**config.mk**
```make
export PLATFORM = sky130hd
export DESIGN_NAME = fetch_decode_queue
export DESIGN_NICKNAME = d
export VERILOG_FILES = /design/src/rtl/fetch_decode_queue_pkg.sv /design/src/rtl/fq_storage.sv /design/src/rtl/fetch_decode_queue.sv
export SDC_FILE = /design/constraint.sdc
export NUM_CORES = 1
export LEC_CHECK = 0
export ABC_CLOCK_PERIOD_IN_PS = 6100
export CAP_MARGIN = 20
export CORE_AREA = 10 10 147 149
export CTS_CLUSTER_DIAMETER = 150
export DETAILED_ROUTE_END_ITERATION = 12
export DIE_AREA = 0 0 157 159
export PLACE_DENSITY = 0.82
export SETUP_SLACK_MARGIN = 0.15
export SYNTH_ARGS = -nofsm -noshare
export SYNTH_HDL_FRONTEND = slang
export SYNTH_SLANG_ARGS = --single-unit
```
**constraint.sdc**
```tcl
create_clock -name clk_in -period 6.1 [get_ports clk_in]
set_clock_uncertainty 0.05 [all_clocks]
set_input_delay 1.525 -clock clk_in [delete_from_list [all_inputs] [get_ports clk_in]]
set_output_delay 1.525 -clock clk_in [all_outputs]
set_load 0.01 [all_outputs]
```
**src/rtl/fetch_decode_queue_pkg.sv**
```systemverilog
// Shared core definitions for the fetch/decode boundary: instruction width,
// 32-bit encoding marker and the major opcodes used by decode and immediate gen.
package fetch_decode_queue_pkg;

  localparam int INS_W = 32;
  localparam logic [1:0] ENC_32 = 2'b11;

  localparam logic [6:0] OPC_LOAD   = 7'h03;
  localparam logic [6:0] OPC_OPIMM  = 7'h13;
  localparam logic [6:0] OPC_AUIPC  = 7'h17;
  localparam logic [6:0] OPC_STORE  = 7'h23;
  localparam logic [6:0] OPC_OP     = 7'h33;
  localparam logic [6:0] OPC_LUI    = 7'h37;
  localparam logic [6:0] OPC_OPV    = 7'h57;
  localparam logic [6:0] OPC_BRANCH = 7'h63;
  localparam logic [6:0] OPC_JALR   = 7'h67;
  localparam logic [6:0] OPC_JAL    = 7'h6F;
  localparam logic [6:0] OPC_SYSTEM = 7'h73;

  function automatic logic is_illegal(input logic [INS_W-1:0] word);
    return word[1:0] != ENC_32;
  endfunction

endpackage

```
**src/rtl/fq_storage.sv**
```systemverilog
// Entry array for the fetch queue: one synchronous write port, one async read port.
// Write lands on the clock edge; read is combinational; no flow control here.
module fq_storage #(
  parameter int DEPTH = 4,
  parameter int W     = 64
) (
  input  logic                     clk_in,
  input  logic                     we,
  input  logic [$clog2(DEPTH)-1:0] waddr,
  input  logic [W-1:0]             wdata,
  input  logic [$clog2(DEPTH)-1:0] raddr,
  output logic [W-1:0]             rdata
);

  logic [W-1:0] mem [DEPTH];

  // Contents are don't-care after reset/flush; valid state lives in the pointers.
  always_ff @(posedge clk_in) begin
    if (we) mem[waddr] <= wdata;
  end

  assign rdata = mem[raddr];

endmodule

```
**src/rtl/fetch_decode_queue.sv**
```systemverilog
// Fetch->decode instruction queue; 1-cycle latency (0 with FETCH_QUEUE_BYPASS_EN on empty).
// Backpressure: registered fetch ready = !full; flush drops all entries next edge.
module fetch_decode_queue
  import fetch_decode_queue_pkg::*;
#(
  parameter int DEPTH = 4,
  parameter int PC_W  = 32
) (
  input  logic                     clk_in,
  input  logic                     rst_in,
  input  logic                     fq_flush_in,
  input  logic                     fq_fetch_valid_in,
  input  logic [INS_W-1:0]         fq_fetch_ins_in,
  input  logic [PC_W-1:0]          fq_fetch_pc_in,
  output logic                     fq_fetch_ready_out,
  output logic                     fq_dec_valid_out,
  input  logic                     fq_dec_ready_in,
  output logic [PC_W-1:0]          fq_dec_pc_out,
  output logic [6:0]               fq_dec_opcode_out,
  output logic [24:0]              fq_dec_ins_out,
  output logic                     fq_dec_illegal_out,
  output logic [$clog2(DEPTH):0]   fq_count_out
);

  localparam int PTR_W = $clog2(DEPTH);
  localparam int CNT_W = PTR_W + 1;
  localparam int ENT_W = PC_W + INS_W;

  logic [PTR_W-1:0] head, tail;
  logic [CNT_W-1:0] count, count_nxt;
  logic             ready_q;
  logic [ENT_W-1:0] head_ent, sel_ent;
  logic             empty, bypass, push_acc, wr_en, pop_st;

  assign empty = (count == '0);

`ifdef FETCH_QUEUE_BYPASS_EN
  assign bypass  = empty & fq_fetch_valid_in & ~fq_flush_in;
  assign sel_ent = bypass ? {fq_fetch_pc_in, fq_fetch_ins_in} : head_ent;
`else
  assign bypass  = 1'b0;
  assign sel_ent = head_ent;
`endif

  // A bypassed entry consumed this cycle never touches storage.
  assign push_acc = fq_fetch_valid_in & ready_q & ~fq_flush_in;
  assign wr_en    = push_acc & ~(bypass & fq_dec_ready_in);
  assign pop_st   = ~empty & fq_dec_ready_in & ~fq_flush_in;

  always_comb begin
    count_nxt = count;
    if (fq_flush_in) count_nxt = '0;
    else             count_nxt = count + CNT_W'(wr_en) - CNT_W'(pop_st);
  end

  always_ff @(posedge clk_in or posedge rst_in) begin
    if (rst_in) begin
      head    <= '0;
      tail    <= '0;
      count   <= '0;
      ready_q <= 1'b1;
    end else begin
      count   <= count_nxt;
      ready_q <= (count_nxt != CNT_W'(DEPTH));
      if (fq_flush_in) begin
        head <= '0;
        tail <= '0;
      end else begin
        if (wr_en)  tail <= tail + 1'b1;
        if (pop_st) head <= head + 1'b1;
      end
    end
  end

  fq_storage #(
    .DEPTH (DEPTH),
    .W     (ENT_W)
  ) u_storage (
    .clk_in (clk_in),
    .we     (wr_en),
    .waddr  (tail),
    .wdata  ({fq_fetch_pc_in, fq_fetch_ins_in}),
    .raddr  (head),
    .rdata  (head_ent)
  );

  assign fq_fetch_ready_out = ready_q;
  assign fq_dec_valid_out   = ~empty | bypass;
  assign fq_count_out       = count;

  // Outputs are held at zero whenever no entry is presented.
  always_comb begin
    fq_dec_pc_out      = '0;
    fq_dec_opcode_out  = '0;
    fq_dec_ins_out     = '0;
    fq_dec_illegal_out = 1'b0;
    if (fq_dec_valid_out) begin
      fq_dec_pc_out      = sel_ent[ENT_W-1:INS_W];
      fq_dec_opcode_out  = sel_ent[6:0];
      fq_dec_ins_out     = sel_ent[INS_W-1:7];
      fq_dec_illegal_out = is_illegal(sel_ent[INS_W-1:0]);
    end
  end

endmodule
```
[Word level (Yosys, flattened, before mapping)]
Memory sizes are Yosys's and may differ from the RTL's.
Cells that the tools add are included.
Storage, ports and cells
  memory bits (writable): 256
  flip-flop bits (word level): 8
  bits of input ports: 69
  memories: 1
Operators by class
  reduce and logical (&&, ||, !) cells: 3
  bitwise gates (word level): 6
  equality and inequality tests: 2
  add/subtract/negate cells: 4
  muxes and demuxes: 11
Memory list
  u_storage.mem: words 4, bits a word 64, read ports 1, clocked after memory_dff 0, wr ports 1, line fq_storage.sv:15  | logic [W-1:0] mem [DEPTH];
Operators by type and width (number)
  $mux 32: 1
  $mux 25: 1
  $mux 2: 4
  $mux 7: 1
  $add 2x1->2 const B: 2
  $and 1x1->1: 4
  $reduce_bool 2->1: 2
  $add 3x1->3: 1
  $logic_not 3->1: 1
  $mux 1: 3
  $mux 3: 1
  $ne 3x3->1 const B: 1
  $sub 3x1->3: 1
  $ne 2x2->1 const B: 1
  $not 1->1: 2

[Logic depth before layout (Yosys ltp)]
  word-level depth: 7
  gate-level depth with buffers: 11
  depth with buffers taken out: 11

[Modules after synthesis]
From an unflattened synthesis, not the netlist that was laid out.
Unflattened totals
  cells, all modules: 446
  area, all modules: 10218.6 um2
Modules (own cells, without submodules)
  fq_storage: cells an instance 338, instances 1, area an instance 9341.5 um2
  fetch_decode_queue: cells an instance 108, instances 1, area an instance 877.1 um2

[Least setup slack after synthesis]
No wires, ideal clock.
  path type: input to register
  start: input fq_flush_in
  end: memory u_storage.mem[0][0] (enable)
  cell stages on the path: 3
  required time: 5.621 ns
  slack: 2.176 ns
  setup time: 0.429 ns
  arrival: 3.445 ns
  path through: clkbuf_1 nor2_1 and2_1
Between the ends
  word-level cells in the longest chain between the ends: 4
Ends and longest elaborated chain
  from (decl): line fetch_decode_queue.sv:11  | input logic fq_flush_in,
  $not 1->1: line fetch_decode_queue.sv:46  | assign push_acc = fq_fetch_valid_in & ready_q & ~fq_flush_in;
  $and 1x1->1: line fetch_decode_queue.sv:46
  $mux 1: line fq_storage.sv:19  | if (we) mem[waddr] <= wdata;
  $mux 1 (not written as such): line fq_storage.sv:19
  to (decl): line fq_storage.sv:15
Every way passes these cells.

[Final worst setup path]
  start: register head[0]
  end: output fq_dec_ins_out[3]
Between the ends
  word-level cells in the longest chain between the ends: 2
Ends and longest elaborated chain
  from (decl): line fetch_decode_queue.sv:29  | logic [PTR_W-1:0] head, tail;
  from (signal assigned): line fetch_decode_queue.sv:70  | if (pop_st) head <= head + 1'b1;
  $mem_v2 4x64
  $mux 25: line fetch_decode_queue.sv:97  | if (fq_dec_valid_out) begin
  to (decl): line fetch_decode_queue.sv:20  | output logic [24:0] fq_dec_ins_out,
Every way passes these cells.

==> run_results.csv <==
group,metric,value,unit
place,placed_cells,805,
timing,drv_slew,0,
yosys,synthCells,453,
yosys,async_reset_ff_share,3.03,%
route,firstDrtPassIters,4,
floorplan,core,0.0186,sq mm
yosys,synth_area_leaders,"edfxtp_1, mux4_2, and2_1",
setup_path,slowest_stage,"dfrtp_4",
pwr,peakVddDrop,0.328,mV
pwr,p_total,5.19,mW
yosys,yosys.area.top_type,"edfxtp_1",
yosys,ys_seq_elements,264,
yosys,synth_ff_type,"edfxtp_1",
setup_path,cp.buffers_inverters,2,
timing,rsz0062_at_grt,"no",
finish,final_util,67.3,%
timing,hold_viol_final,0,
grt,grt-ovfl-total,0,
clock_tree,cts_resized,0,
floorplan,die_w,157,um
finish,syn2layout_area_growth,23.4,%
clock_tree,clockBufferDepth,3,
yosys,synth_edf_count,256,
clock_tree,postCtsHoldBufs,0,
route,finalWirelength,19.1,mm
floorplan,rows,50,
yosys,syn-cell-area,0.0101,sq mm
pwr,pwr_density_cell,415,mW/mm^2
place,io_buffers,138,
clock_tree,cts.sinks,264,
route,drc_errors,0,
timing,fmax,210,MHz
yosys,yosysSeqAreaShare,77.8,%
timing,timing.setup.tns,0,ns
setup_path,r2r_slack,3.21,ns
clock_tree,htreeDepth,1,
timing,setup_viol,0,
clock_tree,cts_tree,"done",
floorplan,ios,139,
pwr,cellLeakagePower,4.00,nW
clock_tree,insertion_delay,0.51,ns
job,max_cap_violations,0,
route,ant_nets,0,
min_path,hold_class,"reg2reg",
place,dp_hpwl,11.3,mm
timing,tightest_slew,0.996,ns
finish,drive_gt1_share,17.3,%
floorplan,fp.dieArea,0.0250,sq mm
yosys,syn_nets,529,
setup_path,critPathTopFamily,"buffers and inverters",
grt,grt_pass1_wl,29.9,mm
floorplan,initial_core_util,54.6,%
timing,period_share,78.2,%
place,place_congestion,0.722,
route,wl_per_cell,22.4,um
setup_path,worstSetupEndpointType,"output pin",
route,vias_per_cell,5.62,
setup_path,worstPathArrival,3.20,ns
floorplan,dieHeight,159,um
setup_path,worstPathCellList,"buf_4, mux4_2, and2_1, clkdlybuf4s50_1",
status,status,"complete, no violations",
finish,fin_cells,852,
setup_path,crit_path_max_incr_delay,0.93,ns
grt,grt_pass1_vias,5390,
grt,grt_max_degree,67,
yosys,synthTopCellsByCount,"edfxtp_1, and2_1, mux4_2",
clock_tree,cts.clk_slew.worst_paths,0.06,ns
clock_tree,cts_buffers,26,
setup_path,path_max_fanout,38,
clock_tree,cts_setup_buffers,0,
yosys,synth_top_area_share,75.8,%
timing,fin_crit,4.77,ns
timing,maxSlewHeadroom,33.6,%
grt,grt_usage,15.2,%
setup_path,cp.required,4.53,ns
clock_tree,cts_root_buffer,"clkbuf_16",
setup_path,startpoint_type,"flop",
grt,antenna_found_initial,0,
yosys,yosysWarnings,0,
yosys,synth.avg_cell_area,22.4,sq um
setup_path,crit_type,"reg2out",
finish,nets,676,
yosys,yosysMostFrequentCell,"edfxtp_1",
yosys,yosysUniqueCellTypes,24,
route,via_count,4791,
route,initialDrtViolationCount,223,
[sequential cells by signal (all words and copies together), names as in the netlist]
name,count
fq_count_out,3
fq_fetch_ready_out,1
head,2
tail,2
u_storage.mem,256
[placed cells by master (no fill, tap or decap), types with 2 or more instances in the layout]
cell	synthesis	layout
and2_1	68	64
and2_4	0	4
buf_4	2	2
clkbuf_1	9	7
clkbuf_16	0	27
clkdlybuf4s50_1	0	138
clkinv_1	0	6
clkinv_2	0	4
dfrtp_1	7	5
dfrtp_4	0	2
edfxtp_1	256	256
ha_1	6	6
inv_1	6	6
mux4_2	64	64
nand2_1	2	2
nor2_1	7	7
xnor2_1	2	2
xor2_1	3	3
[routing by layer]
layer	vias up	GRT usage (%)	routed length, um
met5	-	0	0
met4	0	4.46	384
met1	2495	19.1	7630
li1	2132	-	-
met3	28	3.91	1320
met2	136	25.4	9730
[cell families after synthesis]
kind of cell	Yosys count	share of synthesized area (%)
adders and majority gates	7	0.938
AOI/OAI and AO/OA	4	0.284
DFF	264	77.8
and+or+nand+nor	81	4.78
xor gates and xnor gates	5	0.432
buffers and inverters	28	1.55
muxes	64	14.2
[cell type report]
class | instances | area [sq um]
fill | 1192 | 6070
inverter | 6 | 22.5
clock inverter | 11 | 72.6
clock buffer | 34 | 702
antenna | 1 | 2.50
multi-input combinational | 161 | 2100
tap | 234 | 293
sequential | 264 | 7900
timing repair buffer | 141 | 1420
[per-stage QoR]
stage          setup slack, ns  area [sq um]  hold slack (ns)
5_1_grt                   1.11         12500            0.525
3_5_place_dp              1.69         11700            0.493
2_1_floorplan             2.18         10100            0.475
4_1_cts                   1.21         12500            0.510
6_report                  1.33         12500            0.511
3_3_place_gp              1.82         11700            0.469
[power by group]
part / switching, mW / internal [mW] / leakage [nW] / total, mW
Sequential: 0.126 / 2.15 / 2.42 / 2.28
Combinational: 0.619 / 0.855 / 1.19 / 1.47
Clock: 0.598 / 0.844 / 0.380 / 1.44
Total: 1.34 / 3.85 / 4.00 / 5.19
[worst register-to-register path: stages, from the launching register on]
cell and delay (ns):
dfstp_2 0.56, nand2_1 0.11, nor2_1 0.32, inv_1 0.09, ha_1 0.30, inv_1 0.06, ha_1 0.14, inv_1 0.06
fa_1 0.40, xor2_1 0.17, xnor2_1 0.14, or4_1 0.41
[worst paths after layout]
kind / startpoint / end / cells past startpoint
max: head[0] / fq_dec_ins_out[3] / 4
max in group asynchronous: rst_in / fq_fetch_ready_out / 2
min reg2reg: fq_fetch_ready_out / tail[1] / 2
min: fq_fetch_ready_out / tail[1] / 2
max reg2reg: fq_fetch_ready_out / fq_fetch_ready_out / 11
min in group asynchronous: rst_in / fq_count_out[2] / 2
Note: power is estimated with default switching activity, not from simulation.
